File: src/rtl/udp_demux_pkg.sv
// udp_demux_pkg: shared types and helpers for the UDP receive demultiplexer
package udp_demux_pkg;
    localparam int DROP_CNT_W = 16;

    typedef enum logic [1:0] {IDLE, FWD, DROP} state_t;

    // Returns {hit, idx}; the 16-bit difference wraps below base, so low ports miss
    function automatic logic [16:0] port_to_ch(input logic [15:0] port, input logic [15:0] base, input int n);
        logic [15:0] diff;
        diff = port - base;
        return {diff < 16'(n), diff};
    endfunction
endpackage

File: src/rtl/udp_word_packer.sv
// udp_word_packer: packs a byte stream into OUT_BYTES-wide words with keep and last
module udp_word_packer #(
    parameter int OUT_BYTES = 4
) (
    input  logic                   logic_clk,
    input  logic                   logic_rstn,
    input  logic                   wr,
    input  logic [7:0]             wr_data,
    input  logic                   wr_last,
    input  logic                   drain,
    output logic [8*OUT_BYTES-1:0] word,
    output logic [OUT_BYTES-1:0]   keep,
    output logic                   valid,
    output logic                   last
);
    localparam int LW = OUT_BYTES > 1 ? $clog2(OUT_BYTES) : 1;

    logic [LW-1:0]          lane;
    logic [8*OUT_BYTES-1:0] word_n;
    logic [OUT_BYTES-1:0]   keep_n;
    logic                   done;

    assign done = wr && (lane == LW'(OUT_BYTES - 1) || wr_last);

    // A lane-0 write starts a fresh word, so unused lanes of a short word read as zero
    always_comb begin
        word_n = (lane == '0) ? '0 : word;
        keep_n = (lane == '0) ? '0 : keep;
        word_n[8*lane +: 8] = wr_data;
        keep_n[lane] = 1'b1;
    end

    always_ff @(posedge logic_clk or negedge logic_rstn) begin
        if (!logic_rstn) begin
            lane  <= '0;
            word  <= '0;
            keep  <= '0;
            valid <= 1'b0;
            last  <= 1'b0;
        end else begin
            if (wr) begin
                word <= word_n;
                keep <= keep_n;
                lane <= done ? '0 : lane + 1'b1;
            end
            if (done) begin
                valid <= 1'b1;
                last  <= wr_last;
            end else if (drain) begin
                valid <= 1'b0;
            end
        end
    end
endmodule

File: src/rtl/udp_rx_demux.sv
// udp_rx_demux: steers UDP datagrams to user channels by destination port,
// packing bytes into words and counting datagrams for unmapped ports.
module udp_rx_demux
    import udp_demux_pkg::*;
#(
    parameter int          CH_NUM    = 4,
    parameter logic [15:0] PORT_BASE = 16'd8080,
    parameter int          OUT_BYTES = 4
) (
    input  logic                          logic_clk,
    input  logic                          logic_rstn,
    input  logic [7:0]                    udp_rdata_in,
    input  logic                          udp_rvalid_in,
    output logic                          udp_rready_out,
    input  logic                          udp_rlast_in,
    input  logic [15:0]                   udp_rport_in,
    output logic [CH_NUM*8*OUT_BYTES-1:0] ch_tdata_out,
    output logic [CH_NUM*OUT_BYTES-1:0]   ch_tkeep_out,
    output logic [CH_NUM-1:0]             ch_tvalid_out,
    input  logic [CH_NUM-1:0]             ch_tready_in,
    output logic [CH_NUM-1:0]             ch_tlast_out,
    output logic [DROP_CNT_W-1:0]         drop_cnt_out
);
    localparam int SW = CH_NUM > 1 ? $clog2(CH_NUM) : 1;

    state_t                 state, state_n;
    logic [SW-1:0]          sel, idx;
    logic [15-SW:0]         port_hi_unused;
    logic                   hit, accept, first, wr, drain, valid, last;
    logic [8*OUT_BYTES-1:0] word;
    logic [OUT_BYTES-1:0]   keep;

    assign {hit, port_hi_unused, idx} = port_to_ch(udp_rport_in, PORT_BASE, CH_NUM);

    // The old word may drain in the same cycle a new first beat is accepted
    assign drain          = valid && ch_tready_in[sel];
    assign udp_rready_out = (state == DROP) || !valid || ch_tready_in[sel];
    assign accept         = udp_rvalid_in && udp_rready_out;
    assign first          = accept && (state == IDLE);
    assign wr             = first ? hit : accept && (state == FWD);

    always_comb begin
        state_n = state;
        if (first)
            state_n = udp_rlast_in ? IDLE : (hit ? FWD : DROP);
        else if (accept && udp_rlast_in)
            state_n = IDLE;
    end

    always_ff @(posedge logic_clk or negedge logic_rstn) begin
        if (!logic_rstn) begin
            state        <= IDLE;
            sel          <= '0;
            drop_cnt_out <= '0;
        end else begin
            state <= state_n;
            if (first && hit)
                sel <= idx;
            if (first && !hit && drop_cnt_out != '1)
                drop_cnt_out <= drop_cnt_out + 1'b1;
        end
    end

    udp_word_packer #(.OUT_BYTES(OUT_BYTES)) u_packer (
        .logic_clk (logic_clk),
        .logic_rstn(logic_rstn),
        .wr        (wr),
        .wr_data   (udp_rdata_in),
        .wr_last   (udp_rlast_in),
        .drain     (drain),
        .word      (word),
        .keep      (keep),
        .valid     (valid),
        .last      (last)
    );

    assign ch_tdata_out  = {CH_NUM{word}};
    assign ch_tkeep_out  = {CH_NUM{keep}};
    assign ch_tvalid_out = valid ? CH_NUM'(1) << sel : '0;
    assign ch_tlast_out  = (valid && last) ? CH_NUM'(1) << sel : '0;
endmodule

File: config.mk
export PLATFORM = sky130hd
export DESIGN_NAME = udp_rx_demux
export DESIGN_NICKNAME = d
export VERILOG_FILES = /design/src/rtl/udp_demux_pkg.sv /design/src/rtl/udp_word_packer.sv /design/src/rtl/udp_rx_demux.sv
export SDC_FILE = /design/constraint.sdc
export NUM_CORES = 1
export LEC_CHECK = 0
export ABC_AREA = 1
export BUFFER_PORTS_ARGS = -buffer_cell sky130_fd_sc_hd__buf_4
export CAP_MARGIN = 20
export CORE_UTILIZATION = 29
export DETAILED_ROUTE_END_ITERATION = 8
export GPL_ROUTABILITY_DRIVEN = 0
export HOLD_SLACK_MARGIN = 0.15
export SETUP_SLACK_MARGIN = 0.3
export SYNTH_ARGS = -nofsm -noshare
export SYNTH_HDL_FRONTEND = slang
export SYNTH_HIERARCHICAL = 1
export SYNTH_SLANG_ARGS = --single-unit
File: constraint.sdc
create_clock -name logic_clk -period 3.1 [get_ports logic_clk]
set_input_delay 0.155 -clock logic_clk [delete_from_list [all_inputs] [get_ports logic_clk]]
set_output_delay 0.155 -clock logic_clk [all_outputs]
set_load 0.01 [all_outputs]
==> impl_metrics.py, run 1 <==
metrics = {
    "grt": {
        "grt_max_degree": 61,
        "grt_usage_pct": 13.9,
        "antenna_found_initial": 0,
        "grt_pass1_vias": 3136,
        "gr-total-overflow": 0,
        "grt_pass1_wl_um": 15500,
    },
    "timing": {
        "relSlewSlack_pct": 48.9,
        "fin_tns_setup_ps": 0,
        "clock-skew-final_ps": 6.59,
        "tightest_slew_ps": 766,
        "setup_violations": 0,
        "fmax_mhz": 487,
        "rsz0062_at_grt": "no",
        "layout_setup_ws_ps": 1050,
        "slew_violations": 0,
        "hold_viol_final": 0,
        "min_period_ps": 2050,
        "timing.final.crit_share_pct": 66.3,
    },
    "drt": {
        "first_iter_violations": 175,
        "viasPerCell": 4.41,
        "vias": 3430,
        "drcViolationCount": 0,
        "wire_per_inst_um": 12.4,
        "ant_nets": 0,
        "wl_um": 9640,
        "drt_first_pass_iters": 4,
    },
    "pwr": {
        "leakagePower_nw": 2.80,
        "pwr-share-clk_pct": 33.5,
        "seqPwrFrac_pct": 35.5,
        "p_int_w": 0.00191,
        "peakVddDrop_mv": 0.319,
        "p_total_w": 0.00290,
        "p_sw_share_pct": 34.2,
        "p_sw_w": 0.000992,
        "power_frac_comb_pct": 31.0,
        "power.density_nw_per_um2": 564,
    },
    "status": {
        "status": "completed",
    },
    "cts": {
        "ctsHtreeMaxLevel": 3,
        "clock-root-buffer": "clkbuf_16",
        "cts_max_path_buffers": 2,
        "clk_pin_slew_ps": 50,
        "clk_latency_ps": 330,
        "clock_sinks": 60,
        "cts_buffers": 9,
        "tritoncts": "built",
    },
    "cells_and_area": {
        "diodes": 0,
        "multi_input_area_um2": 1460,
        "n_fill_cell": 1335,
        "syn2layout_area_growth_pct": 29.6,
        "final_layout_size_suffix_gt1_share_pct": 39.5,
        "seq_area_um2": 1500,
        "finish.net_count": 636,
        "final_cell_mix": "buf_4, nand2_1, dfrtp_1",
        "final_common_cell": "buf_4",
    },
    "yosys": {
        "synth_ff_type": "dfrtp_1",
        "synth_cell_types": 30,
        "async_flop_share_pct": 100,
        "synth_edf_count": 0,
        "synth_top_cell_by_area": "dfrtp_1",
        "synth_nets": 537,
        "synth_seq_cells": 60,
        "seq_area_frac_synth_pct": 37.8,
        "synth.top_cells.by_area": "dfrtp_1, buf_4, nand2_1",
        "yosys_warnings": 6,
        "syn_area_um2": 3970,
        "synth_top_area_share_pct": 37.8,
        "syn_area_per_cell_um2": 7.95,
        "synthCells": 499,
    },
    "worst_setup_path": {
        "start_kind": "flip-flop",
        "path_max_fanout": 14,
        "critPathLaunch": "u_packer/lane[0]",
        "crit_path_top_delay_cell": "dfrtp_1",
        "path_delay_family": "flip-flops",
        "worst_path_most_repeated_cell": "nand2_1",
        "cp.required_ps": 3360,
        "critPathArrivalTime_ps": 2310,
        "path_class": "reg -> reg",
        "cp.buffers_inverters": 1,
        "critPathCaptureType": "flip-flop",
        "r2r_start": "u_packer/lane[0]",
        "path_cells": "inv_2, ha_1, nand2_1, nor2_4, nand3_1, nand2_1",
        "slowest_delay_ps": 660,
        "r2r_slack_ps": 1050,
    },
    "flow_run": {
        "max-cap-violations": 0,
    },
    "placement": {
        "port_buffers": 200,
        "hpwl_um": 7480,
        "place_ws_ps": 1080,
    },
    "die": {
        "start_util_pct": 29.9,
        "core_um2": 13300,
        "placementRows": 42,
        "die_w_um": 119,
        "dieArea_um2": 14200,
        "die_h_um": 119,
        "ios": 201,
    },
    "worst_hold_path": {
        "min_from": "udp_rdata_in[0]",
        "worstHoldPathType": "in -> reg",
    },
}
==> cells in the mapped netlist, types with 2 or more instances <==
cell and number:
a21oi_1 3, buf_2 3, buf_4 110, buf_6 4, dfrtp_1 60, ha_1 6, inv_1 26, inv_2 4
nand2_1 123, nand2_2 2, nand2_4 2, nand3_1 40, nand3_2 3, nand3_4 2, nand4_1 3, nor2_1 51
nor2_4 3, o21ai_0 13, o21ai_1 17, o22ai_1 2, xnor2_1 10, xor2_1 4
==> power by group through the flow <==
stage	registers (W)	logic, W	clock network [W]
floorplan	0.00102	0.000646	0
CTS	0.00103	0.000911	0.00100
finish	0.00103	0.000899	0.000971
global route	0.00106	0.000990	0.00103
detailed placement	0.00105	0.000904	0
global placement	0.00104	0.000892	0
==> state kept, by name, indices dropped and copies added (netlist names), named ones only <==
name	flops
sel	2
drop_cnt_out	16
u_packer/keep	2
u_packer/last	1
u_packer/lane	2
u_packer/valid	1
state	2
u_packer/word	32
==> cell type report <==
class / count / share of cell area (%)
repair buffers: 205 / 30.1
flip-flops and latches: 60 / 29.2
multi-input cells: 291 / 28.4
clock buffers: 11 / 4.72
well taps: 176 / 4.28
inverters: 31 / 2.31
clock inverters: 4 / 0.973
==> through the flow <==
step / utilization (%) / std cells / instance area (µm²) / hold WS [ps]
5_1_grt: 38.7 / 778 / 5140 / 222
3_3_place_gp: 36.2 / 759 / 4810 / 273
3_5_place_dp: 36.2 / 759 / 4810 / 284
4_1_cts: 38.7 / 778 / 5140 / 195
2_1_floorplan: - / 499 / 3970 / -141
6_report: 38.7 / 778 / 5140 / 207
==> worst register-to-register path: cells and delay by family, from the launching register on <==
kind,cells,cell delay (ps)
fa+ha+maj,1,640
flops,1,660
simple gates,4,560
buf+inv,1,130
==> path summary, 6_finish.rpt <==
kind / cells past startpoint / endpoint
worst max-delay path: 6 / u_packer/word[18]
worst min-delay path: 5 / u_packer/word[0]
worst max register to register: 6 / u_packer/word[18]
worst min register to register: 1 / u_packer/last
max in group asynchronous: 2 / u_packer/word[16]
min in group asynchronous: 2 / drop_cnt_out[7]
==> metal layers <==
layer | wire (µm) | GRT usage, %
met1 | 3880 | 15.5
met2 | 4970 | 25.0
met3 | 668 | 4.02
met4 | 125 | 4.59
met5 | 0 | 0
==> cells by family (layout without fill, tap and decap cells) <==
kind of cell	count (synthesis)	after routing	synth area share, %
AOI/OAI and AO/OA	37	37	4.92
xor gates and xnor gates	14	14	3.09
adders and majority gates	6	6	1.89
buffers and inverters	148	251	25.3
DFF	60	60	37.8
and+or+nand+nor	234	234	27.0
==> timing repair <==
action,CTS,global route
endpoints found under the hold margin,64,0
setup buffers,0,0
resized for setup,0,0
hold buffers,4,0
No activity file was read; power rests on OpenSTA's default activity.
==> inputs of run 2 (changes only) <==
==> constraint.sdc (replaced) <==
create_clock -name logic_clk -period 2.14 [get_ports logic_clk]
set_input_delay 0.107 -clock logic_clk [delete_from_list [all_inputs] [get_ports logic_clk]]
set_output_delay 0.107 -clock logic_clk [all_outputs]
set_load 0.01 [all_outputs]
==> run 2 against run 1 <==
Net effect: flip-flop and latch count did not move; core utilization increased by 2.0 points; count of clock-buffer cells in the layout fell by 2; non-clock buffer count is 15 higher; critical path depth is 6 higher; die area did not move; clock power up 47%; worst hold slack worse by 38 ps; sequential power increased by 42%; final area rose by 5.1%; critical path type unchanged.
==> impl_metrics.py, run 2 (synthesized netlist as in run 1, its figures left out) <==
metrics = {
    "worst_setup_path": {
        "path_delay_family": "simple AND/OR/NAND/NOR gates",
        "cp.buffers_inverters": 3,
        "crit_path_top_delay_cell": "dfrtp_2",
        "path_cells": "buf_4, nand2_1, nand2_2, nand2_2, nand3_4, nand2_4, nor2_4, buf_6, inv_8, nor2_4, nand3_2, nand2_2",
        "path_class": "reg -> reg",
        "critPathCaptureType": "flip-flop",
        "path_max_fanout": 12,
        "critPathArrivalTime_ps": 2000,
        "worst_path_most_repeated_cell": "nand2_2",
        "cp.required_ps": 2400,
        "start_kind": "flip-flop",
        "slowest_delay_ps": 400,
    },
    "cells_and_area": {
        "final_cell_mix": "buf_4, nand2_1, dfrtp_1",
        "final_layout_size_suffix_gt1_share_pct": 44.4,
        "largestRegisters": "u_packer/word: 32 flops, drop_cnt_out: 16 flops",
        "utilization_pct": 40.7,
        "diodes": 0,
        "final_common_cell": "buf_4",
        "finish.net_count": 654,
        "regMostFlops": "u_packer/word",
        "largest_reg_flops": 32,
        "syn2layout_area_growth_pct": 36.2,
        "layout.cells.non_filler": 797,
    },
    "timing": {
        "setup_violations": 0,
        "fin_tns_setup_ps": 0,
        "fmax_mhz": 573,
        "hold_viol_final": 0,
        "clock-skew-final_ps": 6.69,
        "tightest_slew_ps": 772,
        "timing.final.crit_share_pct": 81.6,
        "slew_violations": 0,
        "rsz0062_at_grt": "no",
        "min_period_ps": 1750,
        "relSlewSlack_pct": 48.5,
    },
    "placement": {
        "dp_cells": 762,
        "hpwl_um": 7490,
        "port_buffers": 200,
    },
    "die": {
        "ios": 201,
        "core_um2": 13300,
        "die_w_um": 119,
        "placementRows": 42,
        "dieArea_um2": 14200,
        "die_h_um": 119,
        "start_util_pct": 29.9,
    },
    "cts": {
        "ctsHtreeMaxLevel": 3,
        "clock-root-buffer": "clkbuf_16",
        "cts_buffers": 9,
        "clock_sinks": 60,
        "clk_pin_slew_ps": 60,
        "cts_max_path_buffers": 2,
        "clk_latency_ps": 320,
        "tritoncts": "built",
    },
    "grt": {
        "grt_pass1_vias": 3045,
        "grt_pass1_wl_um": 15400,
        "grt_usage_pct": 13.7,
        "grt_max_degree": 61,
        "gr-total-overflow": 0,
        "antenna_found_initial": 0,
    },
    "drt": {
        "wl_um": 10300,
        "viasPerCell": 4.43,
        "wire_per_inst_um": 12.9,
        "ant_nets": 0,
        "vias": 3529,
        "drt_first_pass_iters": 4,
        "drcViolationCount": 0,
        "first_iter_violations": 172,
    },
    "pwr": {
        "p_sw_w": 0.00152,
        "peakVddDrop_mv": 0.469,
        "pwr-share-clk_pct": 32.9,
        "p_sw_share_pct": 35.0,
        "power_frac_comb_pct": 33.6,
        "seqPwrFrac_pct": 33.5,
        "power.density_nw_per_um2": 805,
        "leakagePower_nw": 2.88,
        "p_int_w": 0.00283,
    },
    "worst_hold_path": {
        "worstHoldPathType": "in -> reg",
    },
    "flow_run": {
        "max-cap-violations": 0,
    },
    "status": {
        "status": "completed",
    },
}
==> run 2: cell count changes in the layout (fill, tap and decap cells not counted), moves of 4 or more <==
cell / previous run / this run
nand3_1: 40 / 33
nand3_2: 3 / 10
nand2_1: 123 / 117
buf_4: 201 / 213
nand2_2: 2 / 6
==> run 2: cell type report <==
type                       count  area (µm²)
multi-input combinational    294        1590
clock inverter                 7        75.1
sequential                    60        1500
clock buffer                   9         225
inverter                      31         124
timing repair buffer         220        1670
tap                          176         220
fill                        1327        7890
==> run 2: worst paths after layout <==
kind,start,endpoint,slack [ps],cells past startpoint
min in group asynchronous,logic_rstn,drop_cnt_out[15],390,2
max in group asynchronous,logic_rstn,sel[0],1190,2
min,udp_rdata_in[3],u_packer/word[3],170,5
max,sel[0],u_packer/word[5],390,12
min reg2reg,u_packer/last,u_packer/last,530,1
max reg2reg,sel[0],u_packer/word[5],390,12
==> run 2: worst register-to-register path, delay by kind of cell, from the launching register on <==
kind	cells	cell delay [ps]
and+or+nand+nor	9	950
DFF	1	400
buffers and inverters	3	340
==> run 2: per-layer routing <==
metal | GRT usage [%] | vias up | wire [µm]
li1 | - | 1708 | -
met1 | 16.4 | 1648 | 4190
met2 | 23.9 | 169 | 5290
met3 | 3.59 | 4 | 744
met4 | 3.72 | 0 | 43
met5 | 0 | - | 0
==> run 2: through the flow <==
step	setup WS [ps]	area, µm²	hold slack, ps	power (W)
finish	394	5410	168	0.00435
global route	256	5410	187	0.00461
CTS	304	5190	152	0.00431
detailed placement	291	4830	243	0.00284
global placement	306	4830	227	0.00282
floorplan	503	3970	-189	0.00242
==> run 2: power by group through the flow <==
stage          Combinational [W]  Clock, W  Sequential, W
2_1_floorplan           0.000936         0        0.00148
3_3_place_gp             0.00134         0        0.00147
3_5_place_dp             0.00135         0        0.00149
4_1_cts                  0.00136   0.00147        0.00147
5_1_grt                  0.00160   0.00152        0.00149
6_report                 0.00146   0.00143        0.00146
==> run 2: timing repair <==
action | CTS | global route
hold buffers | 5 | 0
pin swaps | 0 | 9
hold endpoints to repair | 69 | 0
resized for setup | 1 | 27
cloned | 0 | 4
buffers inserted | 0 | 10
setup endpoints to repair | 8 | 48
